==> src/rtl/alu_datapath_pkg.sv <==
// Shared types and constants for the execution-stage datapath slice.
// Holds the operand-B and write-back select encodings and the default data width.
package alu_datapath_pkg;

  localparam int DEFAULT_DATA_BITS = 8;

  // ALU operand B source
  typedef enum logic {
    REGISTER_FILE = 1'b0,
    IMMEDIATE     = 1'b1
  } b_sel_t;

  // Register-file write-back source
  typedef enum logic [1:0] {
    ALU_OUTPUT     = 2'd0,
    INST_IMMEDIATE = 2'd1,
    MEM_LOAD       = 2'd2,
    REG_FILE_RD0   = 2'd3
  } wb_sel_t;

endpackage

==> src/rtl/alu_addsub.sv <==
// Parameterized adder/subtractor for the execution stage.
// Subtraction is A + ~B + 1, so carry out doubles as "no borrow".
// All outputs are forced to 0 while reset is high.
// Optional build macro: ALU_OVERFLOW_EN adds the signed-overflow output ovf.
import alu_datapath_pkg::*;

module alu_addsub #(
  parameter int WIDTH = DEFAULT_DATA_BITS
) (
  input  logic             reset,
  input  logic [WIDTH-1:0] a,
  input  logic [WIDTH-1:0] b,
  input  logic             subtract,
  output logic [WIDTH-1:0] result,
  output logic             cout,
  output logic             zero
`ifdef ALU_OVERFLOW_EN
  ,
  output logic             ovf
`endif
);

  logic [WIDTH-1:0] b_eff;
  logic [WIDTH:0]   sum;

  assign b_eff = subtract ? ~b : b;
  // One extra bit captures the carry out; subtract is also the carry in.
  assign sum   = {1'b0, a} + {1'b0, b_eff} + {{WIDTH{1'b0}}, subtract};

`ifdef ALU_OVERFLOW_EN
  logic carry_into_msb;
  // The MSB sum bit is a^b^cin, so the carry into the MSB falls out by XOR.
  assign carry_into_msb = sum[WIDTH-1] ^ a[WIDTH-1] ^ b_eff[WIDTH-1];
`endif

  // Result/flag outputs, zeroed while reset is held
  always_comb begin
    result = '0;
    cout   = 1'b0;
    zero   = 1'b0;
`ifdef ALU_OVERFLOW_EN
    ovf    = 1'b0;
`endif
    if (!reset) begin
      result = sum[WIDTH-1:0];
      cout   = sum[WIDTH];
      zero   = (sum[WIDTH-1:0] == '0);
`ifdef ALU_OVERFLOW_EN
      ovf    = carry_into_msb ^ sum[WIDTH];
`endif
    end
  end

endmodule

==> src/rtl/alu_datapath.sv <==
// Execution-stage datapath slice: operand-B select, add/subtract ALU,
// write-back select and the clocked zero/carry flag register used by the
// controller for conditional jumps.
// Optional build macro: ALU_OVERFLOW_EN adds alu_ovf and ovf_flag.
import alu_datapath_pkg::*;

module alu_datapath #(
  parameter int DATA_BITS = DEFAULT_DATA_BITS
) (
  input  logic                 clk,
  input  logic                 reset,
  input  logic [DATA_BITS-1:0] rd0_data,
  input  logic [DATA_BITS-1:0] rd1_data,
  input  logic [DATA_BITS-1:0] imm,
  input  logic [DATA_BITS-1:0] load_data,
  input  logic                 subtract,
  input  logic                 b_sel,
  input  logic [1:0]           wb_sel,
  input  logic                 flags_we,
  output logic [DATA_BITS-1:0] alu_result,
  output logic                 alu_cout,
  output logic                 alu_zero,
  output logic [DATA_BITS-1:0] wb_data,
  output logic                 zero_flag,
  output logic                 carry_flag
`ifdef ALU_OVERFLOW_EN
  ,
  output logic                 alu_ovf,
  output logic                 ovf_flag
`endif
);

  logic [DATA_BITS-1:0] operand_b;
  logic                 zero_flag_reg;
  logic                 carry_flag_reg;
`ifdef ALU_OVERFLOW_EN
  logic                 ovf_flag_reg;
`endif

  // Operand B: register file read port 1 or the instruction immediate
  always_comb begin
    operand_b = rd1_data;
    if (b_sel == IMMEDIATE) operand_b = imm;
  end

  alu_addsub #(
    .WIDTH (DATA_BITS)
  ) u_alu (
    .reset    (reset),
    .a        (rd0_data),
    .b        (operand_b),
    .subtract (subtract),
    .result   (alu_result),
    .cout     (alu_cout),
    .zero     (alu_zero)
`ifdef ALU_OVERFLOW_EN
    ,
    .ovf      (alu_ovf)
`endif
  );

  // Write-back source select; ALU source reads 0 during reset via forcing
  always_comb begin
    wb_data = alu_result;
    case (wb_sel_t'(wb_sel))
      ALU_OUTPUT:     wb_data = alu_result;
      INST_IMMEDIATE: wb_data = imm;
      MEM_LOAD:       wb_data = load_data;
      REG_FILE_RD0:   wb_data = rd0_data;
      default:        wb_data = alu_result;
    endcase
  end

  // Flag register: capture on flags_we, hold otherwise, clear on reset
  always_ff @(posedge clk or posedge reset) begin
    if (reset) begin
      zero_flag_reg  <= 1'b0;
      carry_flag_reg <= 1'b0;
`ifdef ALU_OVERFLOW_EN
      ovf_flag_reg   <= 1'b0;
`endif
    end else if (flags_we) begin
      zero_flag_reg  <= alu_zero;
      carry_flag_reg <= alu_cout;
`ifdef ALU_OVERFLOW_EN
      ovf_flag_reg   <= alu_ovf;
`endif
    end
  end

  assign zero_flag  = zero_flag_reg;
  assign carry_flag = carry_flag_reg;
`ifdef ALU_OVERFLOW_EN
  assign ovf_flag   = ovf_flag_reg;
`endif

endmodule

==> config.mk <==
export PLATFORM = sky130hd
export DESIGN_NAME = alu_datapath
export DESIGN_NICKNAME = d
export VERILOG_FILES = /design/src/rtl/alu_datapath_pkg.sv /design/src/rtl/alu_addsub.sv /design/src/rtl/alu_datapath.sv
export SDC_FILE = /design/constraint.sdc
export NUM_CORES = 1
export LEC_CHECK = 0
export CAP_MARGIN = 10
export CORE_MARGIN = 2
export CORE_UTILIZATION = 41
export CTS_CLUSTER_DIAMETER = 30
export DETAILED_ROUTE_END_ITERATION = 10
export PLACE_DENSITY_LB_ADDON = 0.3
export SYNTH_ARGS = -nofsm -noshare
export SYNTH_HDL_FRONTEND = slang
export SYNTH_SLANG_ARGS = --single-unit
==> constraint.sdc <==
create_clock -name clk -period 5.5 [get_ports clk]
set_clock_uncertainty 0.1 [all_clocks]
set_input_delay 0.55 -clock clk [delete_from_list [all_inputs] [get_ports clk]]
set_output_delay 0.55 -clock clk [all_outputs]
set_load 0.02 [all_outputs]
# Word-level counts from Yosys, hierarchy flattened
# Index checks and enable logic that the tools add are counted.
# totals
regBits	2
input_bits	39
output_inout_bits	20
wordCells	16
# op_classes
addsub	2
eq_ne	3
mux	6
bitwise_logic	1
reduce_logical	2
# op_table
op	count
$pmux W8 S4	1
$mux W8	3
$add A8 B8 Y9	1
$add A9 B1 Y9	1
$logic_not A8 Y1	1
$not A8 Y8	1
$eq A2 B2 Y1 const B	2
$eq A2 B1 Y1 const B	1
$logic_not A2 Y1	1
$mux W1	2

# Depth between registers and ports, before layout
# logic_depth
ltp_word	7
depth_mapped	10
depth_no_buf	8

# Modules after synthesis
# From an unflattened synthesis, not the netlist that was laid out.
# hier_totals
cells_unflattened	91
area_unflattened_um2	873.3
# by_module_without_submodules
mod	n_inst	cells_each	area_each_um2	seq_area_each_um2
alu_addsub	1	67	505.5	0.0
alu_datapath	1	24	367.9	50.0

# Least setup slack after synthesis
# No wires, ideal clock.
# synth_path
kind	in2out
from	input port b_sel
to	output port wb_data[6]
arrival_ns	3.061
required_time_ns	4.850
setup_slack_ns	1.789
path_stages	9
cell_sequence	buf_6 > mux2i_4 > mux2_2 > fa_1 > a211oi_1 > o21a_1 > o211ai_1 > nor2_1 > mux4_2
# synth_between
elab_chain_cells	7
# synth_lines
element	line_no	source
start: declaration	alu_datapath.sv:17	input logic b_sel,
$mux W8 *	alu_datapath.sv:43	if (b_sel == IMMEDIATE) operand_b = imm;
$not A8 Y8	alu_addsub.sv:26	assign b_eff = subtract ? ~b : b;
$mux W8 *	alu_addsub.sv:26	
$add A8 B8 Y9 *	alu_addsub.sv:28	assign sum = {1'b0, a} + {1'b0, b_eff} + {{WIDTH{1'b0}}, subtract};
$add A9 B1 Y9 *	alu_addsub.sv:28	
$mux W8 *	alu_addsub.sv:44	if (!reset) begin
via alu_result[6]	alu_datapath.sv:20	output logic [DATA_BITS-1:0] alu_result,
$pmux W8 S4 *	alu_datapath.sv:65	case (wb_sel_t'(wb_sel))
end: declaration	alu_datapath.sv:23	output logic [DATA_BITS-1:0] wb_data,
# Mark *: on every way through the listed nets, which the timed path passes. The rest lies on a longest branch.

# Worst setup path after layout
# layout_path
from	input port b_sel
to	output port wb_data[7]
# layout_between
elab_chain_cells	7
# layout_lines
element	line_no
$mux W8 *	alu_datapath.sv:43
$not A8 Y8	alu_addsub.sv:26
$mux W8 *	alu_addsub.sv:26
$add A8 B8 Y9 *	alu_addsub.sv:28
$add A9 B1 Y9 *	alu_addsub.sv:28
$mux W8 *	alu_addsub.sv:44
$pmux W8 S4 *	alu_datapath.sv:65
# Mark *: on every way between the ends. The rest lies on a longest branch, timed or not.

==> impl_metrics.json <==
{
  "critPathLaunch": "b_sel",
  "crit_top_cell": "clkdlybuf4s50_1",
  "ys.flop_type": "dfrtp_1",
  "setup.worst_path.end_class": "primary output",
  "synth.top_cell.area_share_pct": 18.2,
  "synthesis.area_um2": 988,
  "rr_worst_depth": 2,
  "num_vias": 1083,
  "post-route-drc-count": 0,
  "startpoint_type": "input pin",
  "critPathArrivalTime_ns": 4.09,
  "r2r-start": "carry_flag$_DFFE_PP0P_",
  "maxCapViolations": 0,
  "die_x_um": 53.1,
  "path_max_fanout": 8,
  "antennaDiodeCount": 0,
  "ys_seq_area_share_pct": 5.06,
  "rows": 17,
  "hold_ws_ns": 0.376,
  "setup_violations": 0,
  "drt_iter0_drc": 28,
  "coreArea_mm2": 0.00225,
  "pre_cts_ws_ns": 0.746,
  "max_freq_mhz": 211,
  "ctsLongestPathBuffers": 2,
  "finalPower_mw": 0.292,
  "syn_area_per_cell_um2": 9.15,
  "fin_crit_sh_pct": 86.2,
  "grt_max_degree": 11,
  "ys_types": 43,
  "postCtsSetupRepairBufs": 0,
  "numCtsBuffers": 3,
  "slowest_stage": "clkdlybuf4s50_1",
  "die_area_mm2": 0.00282,
  "port_buffers": 58,
  "grt_pass1_wl_um": 4760,
  "async_flop_share_pct": 100,
  "tightestPinTransition_ns": 0.574,
  "rsz0062_at_grt": "false",
  "max_slew_margin_pct": 61.6,
  "grt.total_usage_pct": 23.0,
  "ios": 59,
  "fin_crit_ns": 4.74,
  "routed_wl_um": 2930,
  "synth_area_leaders": "mux4_2 18%, ha_1 10%, mux2i_1 8.1%",
  "grt_pass1_vias": 1094,
  "nFillCells": 200,
  "nNetsFinal": 214,
  "antenna_found_initial": 0,
  "synth_fp_nets": 156,
  "hold_buffers": 0,
  "via_per_inst": 5.64,
  "synth_edf_count": 0,
  "finalSetupTns_ns": 0,
  "overflow": 0,
  "crit_type": "in -> out",
  "r2r_end": "carry_flag$_DFFE_PP0P_",
  "final_max_slew_viol_count": 0,
  "start_util_pct": 43.8,
  "wl_per_cell_um": 15.3,
  "cts_tree": "done",
  "ctsResizeCount": 0,
  "required_ns": 4.85,
  "synth-seq-cells": 2,
  "ant_nets": 0,
  "slowest_delay_ns": 0.59,
  "synth_cells": 108,
  "syn2layout_area_growth_pct": 62.2,
  "hold_path_class": "reg -> reg",
  "hold_violations": 0,
  "synth_warnings": 0,
  "endpoint": "wb_data[7]",
  "cts-root-buf": "clkbuf_4",
  "irDropWorstVdd_uv": 107,
  "clock_latency_ns": 0.24,
  "dp_hpwl_um": 2450,
  "yosys.area.top_type": "mux4_2",
  "dr.pass1.iters": 4,
  "powerDensity_mw_per_mm2": 182,
  "die_h_um": 53.1,
  "drive_gt1_share_pct": 12.2,
  "setup_slack_ns": 0.759,
  "clk_pin_slew_ns": 0.03,
  "clock_sinks": 2,
  "status": "finished, final reports clean",
  "routabilityCongestion": 0.854,
  "p_leak_nw": 0.608,
  "path_cells": "clkdlybuf4s50_1, buf_4, mux2i_1, xnor2_1, ha_1, o21ai_0, or2_2, a31oi_1, a31oi_4, mux4_2, clkdlybuf4s50_1",
  "reg2reg_slack_ns": 4.77,
  "htree_levels": 1
}
stage by stage:
stage               instance area (um^2)  std cells  util, %
global placement                    1580        189     70.1
detailed placement                  1580        189     70.1
finish                              1600        192     71.1
CTS                                 1600        192     71.1
global route                        1600        192     71.1
floorplan                            988        108        -
worst min-delay path by stage:
stage	slack, ns	depth (start not counted)	startpoint	to
after floorplan	0.43	2	reset	carry_flag$_DFFE_PP0P_
after global placement	0.36	2	zero_flag$_DFFE_PP0P_	zero_flag$_DFFE_PP0P_
after detailed placement	0.37	2	zero_flag$_DFFE_PP0P_	zero_flag$_DFFE_PP0P_
after CTS	0.38	2	zero_flag$_DFFE_PP0P_	zero_flag$_DFFE_PP0P_
after global routing	0.40	2	zero_flag$_DFFE_PP0P_	zero_flag$_DFFE_PP0P_
final	0.38	2	zero_flag$_DFFE_PP0P_	zero_flag$_DFFE_PP0P_
layout by cell type (no fill, tap or decap), types with 3 or more instances in the layout:
cell             synthesis  layout
nor2_1                   5       5
nand2_1                  5       5
o31ai_1                  3       3
or3_1                    5       5
clkdlybuf4s50_1          0      58
mux2i_1                  8       8
o21ai_0                  5       5
nand3_1                  3       3
a211oi_1                 3       3
inv_1                    3       3
clkbuf_4                 0       3
mux4_2                   8       8
xnor2_1                  8       8
nor3_1                   5       5
ha_1                     8       8
where the power goes:
part	switching (mW)	total [mW]	internal [mW]	leakage, nW
clock network	0.0122	0.0365	0.0244	0.0138
registers	0.000508	0.0163	0.0158	0.0272
logic	0.118	0.240	0.122	0.567
total	0.130	0.292	0.162	0.608
cell families (layout without fill, tap and decap cells):
group / Yosys count / count (layout) / synth area share, %
compound gates: 25 / 25 / 19.9
simple gates: 35 / 35 / 19.4
fa+ha+maj: 9 / 9 / 12.2
buf+inv: 9 / 65 / 4.30
xor+xnor: 9 / 9 / 7.98
mux: 19 / 19 / 31.3
flops: 2 / 2 / 5.06
Yosys cell counts (3+ instances only):
master    count
clkbuf_1      3
o21ai_0       5
nand2_1       5
nor3_1        5
nor2_1        5
o31ai_1       3
ha_1          8
or3_1         5
nand3_1       3
xnor2_1       8
inv_1         3
mux2i_1       8
mux4_2        8
a211oi_1      3
critical path: cells and delay by family:
kind / cells / cell delay, ns
mux: 2 / 0.68
xor+xnor: 1 / 0.11
fa+ha+maj: 1 / 0.44
simple gates: 1 / 0.32
compound gates: 3 / 0.60
buf+inv: 3 / 1.38
routing by layer:
layer | vias to the layer above | routed length, um | track usage, %
met5 | - | 0 | 0
met4 | 0 | 10 | 5.13
met3 | 2 | 180 | 2.26
met2 | 40 | 1470 | 40.8
met1 | 499 | 1270 | 29.7
li1 | 542 | - | -
layout make-up:
class	count	area [um^2]	area share, %
Multi-Input combinational cell	97	896	55.9
Timing Repair Buffer	59	588	36.7
Sequential cell	2	50.0	3.12
Tap cell	28	35.0	2.19
Clock buffer	3	22.5	1.41
Inverter	3	11.3	0.703
(Power assumes the default switching activity.)
